===== config.mk =====
export PLATFORM = sky130hd
export DESIGN_NAME = prog_mem_loader
export DESIGN_NICKNAME = d
export VERILOG_FILES = /design/src/rtl/prog_mem_loader.sv
export SDC_FILE = /design/constraint.sdc
export NUM_CORES = 1
export LEC_CHECK = 0
export BUFFER_PORTS_ARGS = -buffer_cell sky130_fd_sc_hd__buf_4
export CAP_MARGIN = 25
export CORE_MARGIN = 2
export CORE_UTILIZATION = 50
export CTS_CLUSTER_DIAMETER = 30
export CTS_CLUSTER_SIZE = 40
export DETAILED_ROUTE_END_ITERATION = 6
export PLACE_DENSITY = 0.84
export SYNTH_ARGS = -nofsm -noshare
export SYNTH_HDL_FRONTEND = slang
export SYNTH_SLANG_ARGS = --single-unit

===== constraint.sdc =====
create_clock -name clk -period 2.6 [get_ports clk]
set_clock_uncertainty 0.1 [all_clocks]
set_input_delay 0.13 -clock clk [delete_from_list [all_inputs] [get_ports clk]]
set_output_delay 0.13 -clock clk [all_outputs]
set_load 0.1 [all_outputs]

===== src/rtl/prog_mem_loader.sv =====
// prog_mem_loader: framed byte-stream loader that fills program memory and holds the CPU until the image verifies
module prog_mem_loader #(
    parameter int                    BIT_WIDTH      = 32,
    parameter int                    BYTE_WIDTH     = 8,
    parameter int                    ADDR_WIDTH     = 6,
    parameter logic [BYTE_WIDTH-1:0] SYNC_BYTE      = 8'hA5,
    parameter int                    TIMEOUT_CYCLES = 1000000
) (
    input  logic                  clk,
    input  logic                  rst,
    input  logic [BYTE_WIDTH-1:0] in_data,
    input  logic                  in_valid,
    output logic                  in_ready,
    output logic                  mem_wr_en,
    output logic [ADDR_WIDTH-1:0] mem_addr,
    output logic [BIT_WIDTH-1:0]  mem_data,
    output logic                  cpu_hold,
    output logic                  done,
    output logic [1:0]            err_code
);
    localparam int TW = ($clog2(TIMEOUT_CYCLES + 1) > 16) ? $clog2(TIMEOUT_CYCLES + 1) : 16;
    localparam logic [TW-1:0] TMO_MAX = TW'(TIMEOUT_CYCLES);
    localparam logic [31:0] MAX_LEN = 32'((1 << ADDR_WIDTH) - 1);

    typedef enum logic [2:0] {S_IDLE, S_LEN, S_DATA, S_WRITE, S_CSUM, S_DONE, S_ERR} state_t;

    state_t                state_q, state_d;
    logic [ADDR_WIDTH-1:0] len_q, len_d;
    logic [ADDR_WIDTH-1:0] addr_q, addr_d;
    logic [1:0]            idx_q, idx_d;
    logic [BIT_WIDTH-1:0]  word_q, word_d;
    logic [BYTE_WIDTH-1:0] csum_q, csum_d;
    logic [TW-1:0]         tmo_q, tmo_d;
    logic [1:0]            err_q, err_d;

    logic accept, is_sync, counting, tmo_hit, len_ovf, last_word;

    assign accept    = in_valid && in_ready;
    assign is_sync   = in_data == SYNC_BYTE;
    assign counting  = state_q inside {S_LEN, S_DATA, S_CSUM};
    assign tmo_hit   = counting && !accept && ((tmo_q + 1'b1) == TMO_MAX);
    assign len_ovf   = 32'(in_data) > MAX_LEN;
    assign last_word = addr_q == len_q;

    // State and datapath registers, synchronous active-low reset
    always_ff @(posedge clk) begin
        if (!rst) begin
            state_q <= S_IDLE;
            len_q   <= '0;
            addr_q  <= '0;
            idx_q   <= '0;
            word_q  <= '0;
            csum_q  <= '0;
            tmo_q   <= '0;
            err_q   <= '0;
        end else begin
            state_q <= state_d;
            len_q   <= len_d;
            addr_q  <= addr_d;
            idx_q   <= idx_d;
            word_q  <= word_d;
            csum_q  <= csum_d;
            tmo_q   <= tmo_d;
            err_q   <= err_d;
        end
    end

    // Next state: framing sequence, with inactivity timeout in the in-frame states
    always_comb begin
        state_d = state_q;
        case (state_q)
            S_IDLE, S_DONE, S_ERR: state_d = (accept && is_sync) ? S_LEN : state_q;
            S_LEN:   state_d = accept ? (len_ovf ? S_ERR : S_DATA) : (tmo_hit ? S_ERR : state_q);
            S_DATA:  state_d = accept ? ((idx_q == 2'd3) ? S_WRITE : S_DATA) : (tmo_hit ? S_ERR : state_q);
            S_WRITE: state_d = last_word ? S_CSUM : S_DATA;
            S_CSUM:  state_d = accept ? ((in_data == csum_q) ? S_DONE : S_ERR) : (tmo_hit ? S_ERR : state_q);
            default: state_d = S_IDLE;
        endcase
    end

    // Datapath: length capture, word assembly, running checksum, address, timeout and error code
    always_comb begin
        len_d  = len_q;
        addr_d = addr_q;
        idx_d  = idx_q;
        word_d = word_q;
        csum_d = csum_q;
        err_d  = err_q;
        tmo_d  = (counting && !accept && !tmo_hit) ? tmo_q + 1'b1 : '0;
        case (state_q)
            S_IDLE, S_DONE, S_ERR: err_d = (accept && is_sync) ? 2'd0 : err_q;
            S_LEN: begin
                if (accept) begin
                    len_d  = ADDR_WIDTH'(in_data);
                    csum_d = in_data;
                    addr_d = '0;
                    idx_d  = '0;
                    err_d  = len_ovf ? 2'd1 : err_q;
                end
            end
            S_DATA: begin
                if (accept) begin
                    word_d = {word_q[BIT_WIDTH-BYTE_WIDTH-1:0], in_data};
                    csum_d = csum_q ^ in_data;
                    idx_d  = idx_q + 1'b1;
                end
            end
            S_WRITE: addr_d = addr_q + 1'b1;
            S_CSUM:  err_d = (accept && in_data != csum_q) ? 2'd2 : err_q;
            default: ;
        endcase
        if (tmo_hit)
            err_d = 2'd3;
    end

    // Outputs decoded from state; the write stage blocks input for its single cycle
    always_comb begin
        in_ready  = rst && (state_q != S_WRITE);
        mem_wr_en = state_q == S_WRITE;
        mem_addr  = addr_q;
        mem_data  = word_q;
        cpu_hold  = state_q != S_DONE;
        done      = state_q == S_DONE;
        err_code  = err_q;
    end
endmodule


==> results.md, run 1 <==
- outcome: completed
- TritonCTS clock tree: yes
- data arrival time of the critical path: 2.70 ns
- multi-input combinational cell area: 2260 sq um
- top achievable clock speed: 0.391 GHz
- Starting DRT DRC Count: 165
- number of sinks on the clock net: 79
- die outline area: 8600 sq um
- core footprint: 7690 sq um
- prevailing post-synth register cell: dfxtp_1
- global routing usage on met2: 40.1%
- unrepaired setup endpoints after global routing: yes
- GRT Residual Overflow: 0
- Antenna Cells: 0
- overall track demand over capacity in global routing: 22.0%
- cell type with the largest total area after synthesis: dfxtp_1
- fraction of post-synthesis cell area in the top cell type by area: 40.2%
- critical path peak fanout: 5
- initial antenna violation count: 0
- static leakage power: 1.86 nW
- most frequent standard cell in the layout excluding fill and tap cells: nand2_1
- # nets final: 581
- Final Cell Area: 4990 sq um
- Antenna Violating Nets Remaining: 0
- area post-placement: 4640 sq um
- Rows: 32
- number of distinct standard cells referenced by the synthesized netlist: 53
- worst-case hold slack: 0.132 ns
- sequential cell fraction of total power: 53.2%
- initial standard-cell utilization of the core: 51.2%
- CTS Root Cell: clkbuf_8
- Worst Setup Path Type: reg2reg
- total number of yosys warnings: 0
- critical path endpoint: state_q[0]
- clock transition at the register clock pins on the worst setup and hold paths after CTS: 0.09 ns
- sequential cell area: 1600 sq um
- power spent charging and discharging nets: 0.556 mW
- Net Sw Frac: 24.5%
- number of flops mapped to enable cells by yosys: 0
- layer carrying the most global-route usage: met2
- final hold violations: 0
- capturing point of the worst reg2reg path: state_q[0]
- cell area after synthesis: 3940 sq um
- most frequent cells in the layout: nand2_1, buf_4, dfxtp_1, a21boi_0, o21ai_0
- Clock power frac: 43.1%
- Critical Path Source Type: flip-flop
- Min Clock Period, post-route: 2.56 ns
- critical path required time: 2.75 ns
- average cell area after synthesis: 8.09 sq um
- wire length per cell: 13.9 microns
- number of vias in the routed layout: 3688
- M1 GR Usage: 25.3%
- fraction of final layout cells with drive strength greater than 1: 23.3%
- fraction of the cycle the final worst path needs: 98.3%
- worst-margin pin slew: 0.601 ns
- total CTS buffers: 9
- # H-tree levels: 3
- number of buffers inserted by port buffering: 54
- met3 usage in global routing: 3.42%
- final setup violation count: 0
- FF+latch count, synth: 79
- total half-perimeter wirelength after legalization and detailed placement: 6400 microns
- Pwr Total: 2.27 mW
- sequential element share of the synthesized area: 40.2%
- Crit. End Element: flip-flop
- crit path launch: tmo_q[0]
- DRT Wirelength: 9370 microns
- max_slew headroom: 59.9%
- total nets after synthesis: 502
- register-to-register setup slack: 0.04 ns
- maximum number of pins on one net before global-route repair: 65
- filler instances: 645
- reg2reg start: tmo_q[0]
- post-synthesis cell count: 487
- final max-slew violation count: 0
- power density normalized to cell area: 454 nW/um^2
- IO Pins: 55
- Area growth syn-to-layout: 26.8%
- count of TritonRoute iterations in the first routing pass: 5
- number of global-route vias before repair: 3546
- worst skew pair latency: 0.36 ns
- Gate power share: 3.7%
- y dimension of the die: 92.7 microns
- Synth async-reset ratio: 0%
- post-detailed-route DRC marker count: 0
- design internal power: 1.71 mW
- most area-consuming cells after synthesis: dfxtp_1, nand2_1, a21boi_0
- number of max-cap violations: 0
- Hold/Removal Path Class: in2reg
- peak ir drop on the vdd network: 0.298 mV
- wire length of the first global-routing pass: 15400 microns
- Longest Clk Path Bufs: 2
- Final GP Congestion: 0.939
- via count normalized by instance count: 5.48
- die extent in x: 92.7 microns
- depth of the most critical reg-to-reg path: 7
## power groups by stage
stage	sequential, mW	clock [mW]	combinational, mW
5_1_grt	1.21	1.05	0.0891
4_1_cts	1.21	0.993	0.0826
6_report	1.21	0.978	0.0838
3_3_place_gp	1.24	0	0.0726
2_1_floorplan	1.24	0	0.0393
3_5_place_dp	1.24	0	0.0726
## per-stage QoR
| stage | setup TNS (ns) | util (%) | worst slack [ns] | instances |
|---|---|---|---|---|
| 3_5_place_dp | -0.0403 | 60.4 | -0.0403 | 646 |
| 2_1_floorplan | 0 | - | 0.0157 | 487 |
| 6_report | 0 | 64.9 | 0.0444 | 673 |
| 4_1_cts | -0.0120 | 64.6 | -0.0120 | 673 |
| 3_3_place_gp | 0 | 60.4 | 0.0608 | 646 |
| 5_1_grt | -0.0467 | 64.9 | -0.0467 | 673 |
## state kept, by name (all words and copies together), names as in the netlist
register  cells
idx_q         2
mem_data     32
csum_q        8
tmo_q        20
err_code      2
len_q         6
state_q       3
mem_addr      6
## cells in the mapped netlist (2+ instances only)
cell type,count
a211oi_1,2
a31oi_1,3
nor2b_1,12
and2_1,5
a21boi_0,40
nor2_1,24
o22ai_1,4
o21a_1,2
and3_1,2
nand2_1,95
o31ai_1,2
or3_1,4
o21ai_0,33
a21boi_1,2
a22oi_1,11
a21o_1,2
xor2_1,13
xnor2_1,23
ha_1,4
clkbuf_1,23
inv_1,6
nor3_1,23
nor3b_1,3
nand3_1,16
nand3b_1,3
nand4_1,5
nand4_2,2
buf_2,9
dfxtp_1,79
a21oi_1,6
nor4_1,5
nand2b_1,3
## critical path: stages (launching register included)
cell and delay (ns):
dfxtp_4 0.38, ha_4 0.16, nand4_4 0.08, or3_4 0.34, or3_4 0.34, a221o_1 0.38
or4_4 0.45, a31o_1 0.22
## logic make-up (layout without fill, tap and decap cells)
kind of cell	Yosys count	after routing	share of synthesized area [%]
AOI/OAI and AO/OA	117	117	20.0
xor gates and xnor gates	36	36	8.01
DFF	79	79	40.2
and+or+nand+nor	211	211	26.3
adders and majority gates	5	5	1.53
buffers and inverters	39	123	4.00
## worst min-delay path by stage
stage | from | slack [ns] | depth (start not counted) | endpoint
global placement | in_data[7] | 0.33 | 3 | mem_data[7]
global route | in_valid | 0.15 | 4 | state_q[1]
CTS | in_valid | 0.12 | 4 | state_q[1]
finish | in_valid | 0.13 | 4 | state_q[1]
detailed placement | in_data[0] | 0.35 | 3 | mem_data[0]
floorplan | in_data[0] | 0.17 | 2 | mem_data[0]
## repair_timing
item                                    in CTS  in global routing
setup buffers                                3                  0
endpoints found under the hold margin       14                  0
endpoints found under the setup margin       1                 22
gates resized for setup                      6                  5
hold buffers                                 8                  0
pin swaps                                    2                  1
## routing by layer
layer	part of all wire (%)	vias to the layer above
met5	0	-
met4	1.3	0
met3	3.9	13
met2	52	95
met1	43	1735
li1	-	1845
## cell type report
type	count	area share (%)
multi-input cells	369	45.3
inverters	7	0.551
clock inverters	7	1.73
repair buffers	100	15.4
flip-flops and latches	79	32.0
clock buffers	9	2.48
well taps	102	2.56
Note: power is estimated with default switching activity, not from simulation.
==> inputs of run 2 (changes only) <==
CORE_UTILIZATION = 43   (was 50)
PLACE_DENSITY = 0.73   (was 0.84)
clock period = 2.5 ns   (was 2.6 ns; I/O delays follow)
==> run 2 against run 1 <==
The flow now finishes with violations (setup timing). Non-clock buffer count up 7. Utilization decreased by 6.8 points. First-iteration DRC count is the same. Worst hold slack improved by 0.014 ns. Setup slack worse by 0.16 ns. Combinational power increased by 8.2%. Via count up 1.4%. Register-to-register slack worse by 0.16 ns. Critical path depth up 1. Sequential cell count did not move. Sequential share of layout area shrank 0.80 points. Wire length is 2.2% higher.
==> results.md, run 2 (same netlist as run 1, synthesis figures left out) <==
- worst-case hold slack: 0.146 ns
- Antenna Violating Nets Remaining: 0
- buffering stage count on the worst path with inverters included: 1
- power density normalized to cell area: 460 nW/um^2
- worst-margin pin slew: 0.588 ns
- Critical Path Source Type: flip-flop
- final setup violation count: 21
- ordered cell list for the critical path: ha_4, nand4_4, buf_4, nor4_1, xnor2_1, a221o_1, or4_4, a31o_1
- final hold violations: 0
- die extent in x: 99.7 microns
- static leakage power: 1.90 nW
- count of TritonRoute iterations in the first routing pass: 4
- number of global-route vias before repair: 3540
- IO Pins: 55
- reg2reg start: tmo_q[1]
- sequential cell fraction of total power: 53.3%
- Crit. End Element: flip-flop
- post-detailed-route DRC marker count: 0
- total CTS buffers: 9
- worst skew pair latency: 0.36 ns
- core footprint: 8810 sq um
- top achievable clock speed: 0.382 GHz
- initial standard-cell utilization of the core: 44.7%
- Hold/Removal Path Class: in2reg
- hold path start: in_valid
- Pwr Total: 2.35 mW
- number of buffers inserted by port buffering: 54
- kind of cell with the highest combined delay on the critical path: simple AND/OR/NAND/NOR gates
- design internal power: 1.78 mW
- Antenna Cells: 0
- final max-slew violation count: 0
- via count normalized by instance count: 5.45
- Starting DRT DRC Count: 165
- initial antenna violation count: 0
- DRT Wirelength: 9570 microns
- fraction of the cycle the final worst path needs: 105%
- Area growth syn-to-layout: 29.9%
- slowest cell on the critical path: or4_4
- TritonCTS clock tree: yes
- Setup WS pre-CTS: -0.0617 ns
- most frequent cells in the layout: buf_4, nand2_1, dfxtp_1, a21boi_0, o21ai_0
- clock transition at the register clock pins on the worst setup and hold paths after CTS: 0.09 ns
- fraction of final layout cells with drive strength greater than 1: 25.8%
- Clock power frac: 42.8%
- CTS Root Cell: clkbuf_8
- y dimension of the die: 99.7 microns
- Largest register FFs: 32
- # H-tree levels: 3
- Gate power share: 3.9%
- Final GP Congestion: 0.888
- data arrival time of the critical path: 2.77 ns
- crit path launch: tmo_q[1]
- max_slew headroom: 60.8%
- total half-perimeter wirelength after legalization and detailed placement: 6480 microns
- number of vias in the routed layout: 3741
- GRT Residual Overflow: 0
- Longest Clk Path Bufs: 2
- critical path peak fanout: 5
- maximum number of pins on one net before global-route repair: 65
- critical path required time: 2.65 ns
- most frequent standard cell in the layout excluding fill and tap cells: buf_4
- Final WS setup: -0.118 ns
- unrepaired setup endpoints after global routing: yes
- count of buffers added by post-CTS timing repair for setup: 0
- die outline area: 9940 sq um
- overall track demand over capacity in global routing: 19.4%
- wire length per cell: 14.0 microns
- violations in the final reports: setup timing
- number of max-cap violations: 0
- Worst Setup Path Type: reg2reg
- outcome: complete, but fails checks
- worst stage delay on the critical path: 0.46 ns
- wire length of the first global-routing pass: 15800 microns
- Net Sw Frac: 24.5%
- number of sinks on the clock net: 79
- power spent charging and discharging nets: 0.576 mW
- # nets final: 588
- peak ir drop on the vdd network: 0.279 mV
- Rows: 34
- Min Clock Period, post-route: 2.62 ns
## run 2: cell count changes in the layout (fill, tap and decap cells not counted), moves of 2 or more
cell	delta
buf_4	+4
buf_6	+3
nor3_1	-7
nor3_2	+5
nor3_4	+2
## run 2: layout make-up
class | count | area (sq um)
Sequential cell | 79 | 1590
Inverter | 7 | 31.3
Multi-Input combinational cell | 369 | 2310
Clock buffer | 9 | 124
Timing Repair Buffer | 107 | 835
Clock inverter | 7 | 83.8
Tap cell | 108 | 135
Fill cell | 793 | 3690
## run 2: per-stage QoR
| stage | instance area, sq um | TNS, ns | std cells | util [%] |
|---|---|---|---|---|
| floorplan | 4000 | -0.773 | 487 | - |
| global placement | 4730 | 0 | 662 | 53.8 |
| detailed placement | 4730 | -0.0617 | 662 | 53.8 |
| CTS | 5030 | -0.0984 | 686 | 57.1 |
| global route | 5120 | -2.48 | 686 | 58.1 |
| finish | 5120 | -0.664 | 686 | 58.1 |
## run 2: final timing paths
kind	to	slack (ns)	depth (start not counted)
setup / recovery	state_q[0]	-0.12	8
hold / removal	state_q[1]	0.15	4
setup reg to reg	state_q[0]	-0.12	8
hold reg to reg	mem_data[24]	0.37	2
## run 2: layer usage
metal / wire length (microns) / global-route usage [%] / up-vias
met2: 4970 / 34.3 / 75
met4: 153 / 7.06 / 0
met3: 333 / 3.94 / 16
li1: - / - / 1861
met5: 0 / 0 / -
met1: 4120 / 23.2 / 1789
## run 2: repair_timing
item,CTS,global route
hold endpoints to repair,17,0
pin swaps,0,6
resized for setup,2,20
hold buffers,8,0
setup endpoints to repair,11,21
## run 2: worst reg2reg max path, delay by kind of cell, from the launching register on
family / cells / cell delay, ns
flops: 1 / 0.39
compound gates: 2 / 0.58
xor+xnor: 1 / 0.16
simple gates: 3 / 0.96
fa+ha+maj: 1 / 0.15
buf+inv: 1 / 0.17
## run 2: power by group through the flow
stage | clock network [mW] | registers [mW] | logic [mW]
floorplan | 0 | 1.29 | 0.0409
global placement | 0 | 1.28 | 0.0768
detailed placement | 0 | 1.28 | 0.0776
CTS | 1.04 | 1.26 | 0.0881
global route | 1.08 | 1.26 | 0.0957
finish | 1.01 | 1.26 | 0.0907
==> inputs of run 3 (changes only) <==
==> constraint.sdc (replaced) <==
create_clock -name clk -period 2.5 [get_ports clk]
set_clock_uncertainty 0.1 [all_clocks]
set_input_delay 0.5 -clock clk [delete_from_list [all_inputs] [get_ports clk]]
set_output_delay 0.5 -clock clk [all_outputs]
set_load 0.1 [all_outputs]
==> run 3 against run 2 <==
The flow still finishes with violations (setup timing). Combinational power fell by 13%. Sequential share of layout area rose by 0.39 points. Power fell by 0.68%. Non-clock buffer count fell by 6. Sequential cell count did not move. Maximum frequency rose by 2.9%. Critical path depth fell by 1. Register-to-register slack improved by 0.07 ns. Wire length fell by 3.6%. Critical path type unchanged.
==> results.md, run 3 (same netlist as run 1, synthesis figures left out) <==
- outcome: complete, but fails checks
- violations in the final reports: setup timing
- clock transition at the register clock pins on the worst setup and hold paths after CTS: 0.09 ns
- DRT Wirelength: 9220 microns
- Worst Setup Path Type: reg2reg
- number of max-cap violations: 0
- final hold violations: 0
- power density normalized to cell area: 461 nW/um^2
- die extent in x: 99.7 microns
- Crit. End Element: flip-flop
- top achievable clock speed: 0.393 GHz
- register-to-register setup slack: -0.05 ns
- unrepaired setup endpoints after global routing: yes
- final cell count without fillers: 680
- Longest Clk Path Bufs: 2
- Placed Cells incl. Taps: 663
- most frequent cells in the layout: buf_4, nand2_1, dfxtp_1, a21boi_0, o21ai_0
- static leakage power: 1.87 nW
- Antenna Violating Nets Remaining: 0
- total half-perimeter wirelength after legalization and detailed placement: 6550 microns
- Final WS setup: -0.0451 ns
- slowest cell on the critical path: or4_4
- Final GP Congestion: 0.867
- final setup violation count: 1
- number of global-route vias before repair: 3413
- overall track demand over capacity in global routing: 18.5%
- initial antenna violation count: 0
- Net Sw Frac: 24.1%
- count of TritonRoute iterations in the first routing pass: 4
- Critical Path Source Type: flip-flop
- max_slew headroom: 61.8%
- die outline area: 9940 sq um
- Gate power share: 3.4%
- fraction of the cycle the final worst path needs: 102%
- Antenna Cells: 0
- Hold/Removal Path Class: in2reg
- number of sinks on the clock net: 79
- wire length per cell: 13.6 microns
- Setup WS pre-CTS: -0.0306 ns
- worst stage delay on the critical path: 0.46 ns
- maximum number of pins on one net before global-route repair: 56
- design internal power: 1.77 mW
- Hold-fix buffers, CTS: 0
- # nets final: 582
- TritonCTS clock tree: yes
- ordered cell list for the critical path: ha_4, nand4_4, or3_4, or3_4, a221o_1, or4_4, a31o_1
- worst skew pair latency: 0.35 ns
- Area growth syn-to-layout: 28.7%
- post-detailed-route DRC marker count: 0
- fraction of final layout cells with drive strength greater than 1: 27.6%
- critical path peak fanout: 4
- sum of negative setup slack: -0.0451 ns
- Clock power frac: 42.9%
- GRT Residual Overflow: 0
- y dimension of the die: 99.7 microns
- most common cell type on the critical path: or3_4
- Starting DRT DRC Count: 153
- sequential cell fraction of total power: 53.7%
- Largest register FFs: 32
- IO Pins: 55
- final max-slew violation count: 0
- power spent charging and discharging nets: 0.564 mW
- data arrival time of the critical path: 2.69 ns
- wire length of the first global-routing pass: 15100 microns
- CTS Root Cell: clkbuf_8
- # H-tree levels: 3
- core footprint: 8810 sq um
- area post-placement: 4750 sq um
- worst-margin pin slew: 0.574 ns
- Min Clock Period, post-route: 2.55 ns
- number of buffers inserted by port buffering: 54
- Rows: 34
- number of vias in the routed layout: 3636
- initial standard-cell utilization of the core: 44.7%
- Final Cell Area: 5070 sq um
- critical path required time: 2.65 ns
- most frequent standard cell in the layout excluding fill and tap cells: buf_4
- peak ir drop on the vdd network: 0.316 mV
- total CTS buffers: 9
- via count normalized by instance count: 5.35
-- run 3: cell count changes in the layout (fill, tap and decap cells not counted), moves of 2 or more --
cell,delta
dlygate4sd3_1,-8
dfxtp_1,-4
dfxtp_2,+4
buf_4,+3
nor3_2,+3
clkinv_4,+2
inv_6,-2
nor3_4,-2
-- run 3: critical path, delay by kind of cell, from the launching register on --
kind | cells | cell delay (ns)
and+or+nand+nor | 4 | 1.21
DFF | 1 | 0.38
AOI/OAI and AO/OA | 2 | 0.61
adders and majority gates | 1 | 0.15
-- run 3: power groups by stage --
stage | combinational (mW) | sequential, mW | clock (mW)
after detailed placement | 0.0781 | 1.28 | 0
after global routing | 0.0836 | 1.26 | 1.09
after CTS | 0.0786 | 1.26 | 1.03
after global placement | 0.0784 | 1.28 | 0
after floorplan | 0.0409 | 1.29 | 0
final | 0.0792 | 1.25 | 1.00
-- run 3: layout make-up --
class                   count  area, sq um
repair buffers            101          766
clock buffers               9          124
multi-input cells         369         2320
inverters                   7         35.0
fillers                   795         3740
clock inverters             7         87.6
well taps                 108          135
flip-flops and latches     79         1600
-- run 3: per-stage QoR --
step | hold slack, ns | power, mW | util (%)
2_1_floorplan | 0.353 | 1.33 | -
4_1_cts | 0.318 | 2.37 | 56.4
5_1_grt | 0.332 | 2.43 | 57.6
3_5_place_dp | 0.357 | 1.36 | 54.0
3_3_place_gp | 0.352 | 1.36 | 54.0
6_report | 0.332 | 2.34 | 57.6
-- run 3: layer usage --
metal	share of wire [%]	track usage (%)
met2	51	33.2
met5	0	0
met3	3.8	4.64
met1	44	21.5
met4	0.96	5.69
-- run 3: what timing repair did --
| action | in CTS | in global routing |
|---|---|---|
| endpoints found under the setup margin | 1 | 22 |
| resized for setup | 1 | 24 |
| pin swaps | 0 | 3 |
| buffers inserted | 0 | 1 |
-- run 3: worst paths after layout --
| kind | end | depth (start not counted) | from |
|---|---|---|---|
| worst max register to register | state_q[0] | 7 | tmo_q[1] |
| worst min-delay path | mem_data[0] | 3 | in_data[0] |
| worst min register to register | mem_data[24] | 2 | mem_data[24] |
| worst max-delay path | state_q[0] | 7 | tmo_q[1] |
